<file path="src/rtl/traffic_phase_arbiter.sv">
// Four-way intersection phase scheduler: latched sensor demand, round-robin green,
// yellow + all-red clearance on every change, and emergency pre-emption.
module traffic_phase_arbiter #(
    parameter int GREEN_MIN = 8,
    parameter int GREEN_MAX = 20,
    parameter int YELLOW    = 3,
    parameter int ALLRED    = 1,
    parameter int CNT_W     = 8
) (
    input  logic       clk,
    input  logic       rst,
    input  logic [3:0] req,
    input  logic       emerg_valid,
    input  logic [1:0] emerg_road,
    output logic [2:0] A,
    output logic [2:0] B,
    output logic [2:0] C,
    output logic [2:0] D,
    output logic [1:0] cur_road,
    output logic       green_valid
);

    typedef enum logic [1:0] {
        S_IDLE,
        S_GREEN,
        S_YELLOW,
        S_ALL_RED
    } state_t;

    localparam logic [CNT_W-1:0] GMIN_LAST = CNT_W'(GREEN_MIN - 1);
    localparam logic [CNT_W-1:0] GMAX_LAST = CNT_W'(GREEN_MAX - 1);
    localparam logic [CNT_W-1:0] YEL_LAST  = CNT_W'(YELLOW - 1);
    localparam logic [CNT_W-1:0] AR_LAST   = CNT_W'(ALLRED - 1);

    localparam logic [2:0] LAMP_RED    = 3'b100;
    localparam logic [2:0] LAMP_YELLOW = 3'b010;
    localparam logic [2:0] LAMP_GREEN  = 3'b001;

    state_t           state, state_next;
    logic [CNT_W-1:0] timer, timer_next;
    logic [1:0]       road_next;
    logic [3:0]       pend, pend_next;
    logic [1:0]       rr_ptr, rr_next;
    logic [3:0]       dem, other;
    logic [1:0]       scan_ptr;
    logic [2:0]       arb;
    logic             found;
    logic [1:0]       winner;
    logic [2:0]       lamp_next [4];

    // Returns {hit, index} of the first set bit scanning from ptr upward, modulo 4.
    function automatic logic [2:0] rr_pick(input logic [3:0] d, input logic [1:0] ptr);
        logic [2:0] res;
        logic [1:0] idx;
        res = 3'b000;
        for (int k = 3; k >= 0; k--) begin
            idx = ptr + 2'(k);
            if (d[idx]) begin
                res = {1'b1, idx};
            end
        end
        return res;
    endfunction

    assign dem   = pend | req;
    assign other = dem & ~(4'b0001 << cur_road);

    // Leaving all-red, the scan starts just past the road that was last served.
    assign scan_ptr = (state == S_ALL_RED) ? cur_road + 2'd1 : rr_ptr;
    assign arb      = rr_pick(dem, scan_ptr);
    assign found    = emerg_valid | arb[2];
    assign winner   = emerg_valid ? emerg_road : arb[1:0];

    always_comb begin
        state_next = state;
        timer_next = timer;
        road_next  = cur_road;
        rr_next    = rr_ptr;
        case (state)
            S_IDLE: begin
                if (found) begin
                    state_next = S_GREEN;
                    road_next  = winner;
                    timer_next = '0;
                end
            end
            S_GREEN: begin
                timer_next = (timer == GMAX_LAST) ? timer : timer + 1'b1;
                if (emerg_valid) begin
                    if (emerg_road != cur_road) begin
                        state_next = S_YELLOW;
                        timer_next = '0;
                    end
                end else if ((timer >= GMIN_LAST) && (other != 4'b0000) &&
                             (!req[cur_road] || (timer == GMAX_LAST))) begin
                    state_next = S_YELLOW;
                    timer_next = '0;
                end
            end
            S_YELLOW: begin
                if (timer == YEL_LAST) begin
                    state_next = S_ALL_RED;
                    timer_next = '0;
                end else begin
                    timer_next = timer + 1'b1;
                end
            end
            S_ALL_RED: begin
                if (timer == AR_LAST) begin
                    rr_next    = cur_road + 2'd1;
                    timer_next = '0;
                    if (found) begin
                        state_next = S_GREEN;
                        road_next  = winner;
                    end else begin
                        state_next = S_IDLE;
                    end
                end else begin
                    timer_next = timer + 1'b1;
                end
            end
            default: begin
                state_next = S_IDLE;
                timer_next = '0;
            end
        endcase
    end

    // A road's pending bit is held clear for every cycle it will be green; clear beats set.
    always_comb begin
        pend_next = pend | req;
        if (state_next == S_GREEN) begin
            pend_next = pend_next & ~(4'b0001 << road_next);
        end
    end

    always_comb begin
        for (int i = 0; i < 4; i++) begin
            lamp_next[i] = LAMP_RED;
            if (road_next == 2'(i)) begin
                if (state_next == S_GREEN) begin
                    lamp_next[i] = LAMP_GREEN;
                end else if (state_next == S_YELLOW) begin
                    lamp_next[i] = LAMP_YELLOW;
                end
            end
        end
    end

    always_ff @(posedge clk) begin
        if (rst) begin
            state       <= S_IDLE;
            timer       <= '0;
            cur_road    <= 2'd0;
            pend        <= 4'b0000;
            rr_ptr      <= 2'd0;
            A           <= LAMP_RED;
            B           <= LAMP_RED;
            C           <= LAMP_RED;
            D           <= LAMP_RED;
            green_valid <= 1'b0;
        end else begin
            state       <= state_next;
            timer       <= timer_next;
            cur_road    <= road_next;
            pend        <= pend_next;
            rr_ptr      <= rr_next;
            A           <= lamp_next[0];
            B           <= lamp_next[1];
            C           <= lamp_next[2];
            D           <= lamp_next[3];
            green_valid <= (state_next == S_GREEN);
        end
    end

endmodule

</file>
<file path="config.mk">
export PLATFORM = sky130hd
export DESIGN_NAME = traffic_phase_arbiter
export DESIGN_NICKNAME = d
export VERILOG_FILES = /design/src/rtl/traffic_phase_arbiter.sv
export SDC_FILE = /design/constraint.sdc
export NUM_CORES = 1
export LEC_CHECK = 0
export ABC_AREA = 1
export CAP_MARGIN = 20
export CORE_ASPECT_RATIO = 1.5
export CORE_MARGIN = 5
export CORE_UTILIZATION = 45
export CTS_CLUSTER_SIZE = 25
export DETAILED_ROUTE_END_ITERATION = 10
export GPL_TIMING_DRIVEN = 0
export PLACE_DENSITY_LB_ADDON = 0.15
export RECOVER_POWER = 100
export SLEW_MARGIN = 25
export SYNTH_ARGS = -nofsm -noshare
export SYNTH_HDL_FRONTEND = slang
export SYNTH_SLANG_ARGS = --single-unit
export TNS_END_PERCENT = 30
</file>
<file path="constraint.sdc">
create_clock -name clk -period 2.68 [get_ports clk]
set_input_delay 0.402 -clock clk [delete_from_list [all_inputs] [get_ports clk]]
set_output_delay 0.402 -clock clk [all_outputs]
set_load 0.02 [all_outputs]
</file>
# Word-level counts from Yosys, hierarchy flattened
# Cells that the tools add are included.
dict set report totals {
  memories 0
  word_cells 96
  mem_bits_rw 0
  output_inout_bits 15
  rom_bits 0
  latchBits 0
  regBits 31
}
dict set report classes {
  n_mul 0
  mux 38
  n_eq_ne 12
  reduce_logical 13
  n_div 0
  shifts 2
  n_lt_le_gt_ge 6
  bitwise 10
  n_addsub 5
}
# op n
set op_table {}
lappend op_table {{$mux W8} 7}
lappend op_table {{$pmux W8 S4} 1}
lappend op_table {{$mux W2} 10}
lappend op_table {{$mux W3} 6}
lappend op_table {{$lt A2 B3 Y1 const B} 5}
lappend op_table {{$bmux W1 S2} 5}
lappend op_table {{$eq A2 B2 Y1 const B} 5}
lappend op_table {{$add A8 B1 Y8 const B} 1}
lappend op_table {{$and A4 B4 Y4} 2}
lappend op_table {{$eq A8 B2 Y1 const B} 1}
lappend op_table {{$eq A8 B5 Y1 const B} 1}
lappend op_table {{$ge A8 B3 Y1 const B} 1}
lappend op_table {{$logic_not A8 Y1} 1}
lappend op_table {{$not A4 Y4} 2}
lappend op_table {{$pmux W2 S4} 1}
lappend op_table {{$reduce_or A2 Y1} 4}
lappend op_table {{$shl A1 B2 Y4 const A} 2}
lappend op_table {{$eq A2 B1 Y1 const B} 3}
lappend op_table {{$mux W1} 6}
lappend op_table {{$add A2 B1 Y2 const B} 2}
lappend op_table {{$add A2 B2 Y2 const B} 2}
lappend op_table {{$logic_not A2 Y1} 2}
lappend op_table {{$mux W4} 1}
lappend op_table {{$not A1 Y1} 4}
lappend op_table {{other kinds (10)} 11}

# Logic depth before layout (Yosys ltp)
dict set report depth {
  word_depth 17
  ltp_mapped 24
  ltp_nobuf 23
}

# Worst setup path before layout
# Ideal clock, no wire load.
dict set report synth_timing {
  kind {reg-to-reg}
  start {register cur_road[0]}
  end {register pend[2]}
  arrival_ps 2574
  required_ps 2571
  stages_incl_launch_ff 25
  slack_ps -3
  setup_ps 109
  cell_sequence {dfxtp_1 buf_6 inv_4 ha_1 inv_1 nand2_1 nand2_1 nand2_1 nand2_1 nand2_2 nand2_2 nor2_2 nand2_2 clkinv_1 nand2_1 o211ai_1 nand2_1 o31ai_1 inv_1 ha_1 inv_1 nor2_1 nand2_1 nand2_1 inv_1}
}
# item line
set synth_lines {}
lappend synth_lines {{start, declared} 19} ;# output logic [1:0] cur_road,
lappend synth_lines {{start signal, assigned} 165} ;# cur_road <= road_next;
lappend synth_lines {{$add A2 B1 Y2} 69} ;# assign scan_ptr = (state == S_ALL_RED) ? cur_road + 2'd1 : rr_ptr;
lappend synth_lines {{$mux W2} 69}
lappend synth_lines {{$add A2 B2 Y2} 57} ;# idx = ptr + 2'(k);
lappend synth_lines {{$bmux W1 S2} 58} ;# if (d[idx]) begin
lappend synth_lines {{$mux W1 (not written as such)} 58}
lappend synth_lines {{$mux W3 (4 in series)} 58}
lappend synth_lines {{$or A1 B1 Y1} 71} ;# assign found = emerg_valid | arb[2];
lappend synth_lines {{$mux W1} 112} ;# if (found) begin
lappend synth_lines {{$mux W2} 109} ;# if (timer == AR_LAST) begin
lappend synth_lines {{$pmux W2 S4 *} 79} ;# case (state)
lappend synth_lines {{named net state_next[0]} 39} ;# state_t state, state_next;
lappend synth_lines {{$eq A2 B1 Y1 *} 132} ;# if (state_next == S_GREEN) begin
lappend synth_lines {{$mux W4 *} 132}
lappend synth_lines {{end signal, assigned} 166} ;# pend <= pend_next;
lappend synth_lines {{end, declared} 42} ;# logic [3:0] pend, pend_next;
# The timed path passes the listed nets; every way through them passes the cells marked *. The select of a mux whose other input is x is not followed.
# A chain may end at the register's enable or synchronous reset.

# Worst setup path after layout
dict set report layout_timing {
  start {register cur_road[1]}
  end {register pend[2]}
}
# Same word-level chain as after synthesis.

==> impl_metrics.csv <==
group,metric,value,unit
die,fp.dieW,64.6,um
critical_path,start_kind,"flip-flop",
route,antenna_left,0,
critical_path,reg2reg_from,"cur_road[1]",
die,core,4280,um2
global_routing,grt_max_degree,11,
route,vias,2004,
worst_hold_path,hp-start,"rr_ptr[1]",
place,dp_hpwl,3780,um
route,wl_per_cell,12.4,um
global_routing,grt_use_met2,33.6,%
route,drtIter0Drc,92,
final_layout,layout.cells.non_filler,398,
global_routing,grtUsageTotal,18.1,%
synthesis,ys.flop_type,"dfxtp_1",
critical_path,worstPathMaxFanout,4,
power_and_ir_drop,p_int,929,uW
power_and_ir_drop,swShare,29.9,%
synthesis,syn_avg_cell_area,6.53,um2
global_routing,grt_pass1_vias,2003,
cts,cts_tree,"done",
timing,whs,0.484,ns
critical_path,reg2reg_depth,23,
power_and_ir_drop,powerDensity,509,nW/um2
cts,cts_made_buffers,5,
cts,worstSkewPairLatency,0.29,ns
synthesis,syn_inst,308,
power_and_ir_drop,power,1.33,mW
timing,clock_skew,0.00506,ns
synthesis,synth_edf_count,0,
worst_hold_path,hold_depth,2,
critical_path,r2r-end,"pend[2]",
critical_path,crit_required,2.92,ns
critical_path,critical_path_class,"reg -> reg",
synthesis,syn_nets,332,
cts,hold_buffers,0,
job,drv_cap,0,
cts,cts_buffer_depth,2,
worst_hold_path,hold_path_class,"reg -> reg",
synthesis,ys_ff_latch,31,
die,start_util,47.0,%
timing,max_clock_freq,400,MHz
timing,slew_viol_final,0,
global_routing,use_met3,5.01,%
final_layout,nets,375,
worst_hold_path,whs_endpoint,"rr_ptr[1]",
route,viasPerCell,5.04,
synthesis,synth_cell_types,28,
power_and_ir_drop,cellLeakagePower,1.23,nW
power_and_ir_drop,p_clk_share,35.9,%
global_routing,overflow,0,
die,row_count,29,
synthesis,async_flop_share,0,%
power_and_ir_drop,power.share.combinational,26.2,%
timing,fin_ws,0.179,ns
die,ios,24,
synthesis,syn-cell-area,2010,um2
synthesis,synth-seq-area-share,30.9,%
place,io_buffers,23,
synthesis,yosysWarningCount,0,
timing,period_needed,2.50,ns
route,first_pass_iters,4,
run_status,status,"complete, no violations",
power_and_ir_drop,switching_power,396,uW
final_layout,syn_to_final_growth,29.6,%
power_and_ir_drop,seqPwrFrac,38.0,%
final_layout,fillers,395,
cts,clock_sinks,31,
final_layout,antennaDiodeCount,0,
timing,period_share,93.3,%
global_routing,grtUsageMet1,18.1,%
place,pre_cts_slack,-0.406,ns
timing,max_slew.worst_pin.slew,0.530,ns
power_and_ir_drop,ir_worst_vdd,527,uV
place,place.gp.congestion,0.818,
timing,setup_violations,0,
timing,relSlewSlack,64.7,%
critical_path,crit_arrival,2.74,ns
route,wirelength,4940,um
global_routing,top_usage_layer,"met2",
final_layout,drive_gt1_share,19.9,%
place,placed_cells,377,
global_routing,grt_pass1_wl,8450,um
cts,clkTransAtPathRegs,0.07,ns
critical_path,end_kind,"flip-flop",
die,dieArea,5930,um2
timing,final_hold_viol_count,0,
critical_path,worst-r2r-setup-slack,0.18,ns
die,die_h,91.9,um
cts,h-tree-depth,2,
cts,root_buffer,"clkbuf_8",
route,route.detailed.drc,0,
global_routing,antenna_found_initial,0,
## synthesized netlist by cell type (all sizes together) (3+ instances only)
cell type	number	area share (%)
a21oi	8	2.0
dfxtp	31	31
ha	15	9.3
inv	49	9.3
nand2	94	19
nand3	27	7.0
nand4	5	1.6
nor2	42	8.2
nor3	3	1.0
o211ai	4	1.5
o21ai	14	3.5
xor2	5	2.2
## power by group through the flow
stage          clock, mW  sequential, mW  combinational [mW]
2_1_floorplan          0           0.528               0.187
3_3_place_gp           0           0.512               0.293
3_5_place_dp           0           0.512               0.296
4_1_cts            0.486           0.502               0.323
5_1_grt            0.510           0.506               0.387
6_report           0.475           0.503               0.347
## flip-flops by register name (all words and copies together), names as in the netlist
signal / cells
timer: 8
pend: 4
A: 3
B: 3
C: 3
D: 3
cur_road: 2
rr_ptr: 2
state: 2
green_valid: 1
## worst max-delay path, stage by stage (launching register included)
cell and delay [ns]:
dfxtp_4 0.38, clkinvlp_4 0.12, ha_4 0.29, inv_1 0.04
nand2_1 0.06, nand2_2 0.08, nand2_1 0.07, nand2_1 0.07
nand2_1 0.09, nand2_2 0.07, nor2_4 0.14, nand2_4 0.08
inv_4 0.07, nand2_1 0.05, o211ai_1 0.10, nand2_1 0.09
o31ai_2 0.08, inv_2 0.08, ha_4 0.18, inv_4 0.07
nor2_2 0.05, nand2_1 0.08, nand2_1 0.04, inv_1 0.05
## placed cells by master, fill, tap and decap left out, drive strengths merged, types with 2 or more instances in the layout
master         instances
clkbuf                 7
nand4                  5
dlygate4sd3           15
o211ai                 4
or2                    2
clkinv                 2
clkdlybuf4s50          8
dfxtp                 31
nor3                   3
inv                   49
nand2                 94
nand3                 27
xor2                   5
nor2                  42
o21ai                 14
ha                    15
buf                   14
a21oi                  8
## timing repair
action	4_1_cts	5_1_grt
buffers inserted	3	11
pin swaps	0	6
resized for setup	12	18
endpoints found under the setup margin	17	20
hold endpoints to repair	0	0
## layout make-up
cell class | instances | area [um2] | share of cell area, %
clock buffer | 6 | 82.6 | 3.17
sequential | 31 | 633 | 24.3
tap | 46 | 57.6 | 2.21
buffer | 1 | 3.75 | 0.144
multi-input combinational | 224 | 1240 | 47.7
inverter | 51 | 203 | 7.78
timing repair buffer | 37 | 348 | 13.4
clock inverter | 2 | 35.0 | 1.34
## worst max-delay path by stage
| stage | endpoint | start | slack (ns) |
|---|---|---|---|
| 2_1_floorplan | pend[2] | cur_road[1] | 0.03 |
| 3_3_place_gp | pend[3] | cur_road[1] | -0.37 |
| 3_5_place_dp | pend[3] | cur_road[1] | -0.41 |
| 4_1_cts | pend[2] | cur_road[0] | -0.002 |
| 5_1_grt | pend[2] | cur_road[1] | -0.04 |
| 6_report | pend[2] | cur_road[1] | 0.18 |
## layer usage
metal,vias up,share of wire (%)
li1,1053,-
met1,911,40
met2,34,54
met3,6,3.7
met4,0,1.5
met5,-,0
## metrics by stage
stage	cell area [um2]	TNS, ns	utilization, %
4_1_cts	2490	-0.00156	58.2
6_report	2610	0	60.8
3_5_place_dp	2300	-3.74	53.7
3_3_place_gp	2300	-3.51	53.7
2_1_floorplan	2010	0	-
5_1_grt	2610	-0.0791	60.8
## logic make-up after synthesis
kind of cell    after synthesis  synth area share [%]
compound gates               30                  9.09
xor+xnor                      5                  2.18
fa+ha+maj                    15                  9.33
buf+inv                      53                  10.4
flops                        31                  30.9
simple gates                174                  38.1
Power figures use the tool's default switching activity.
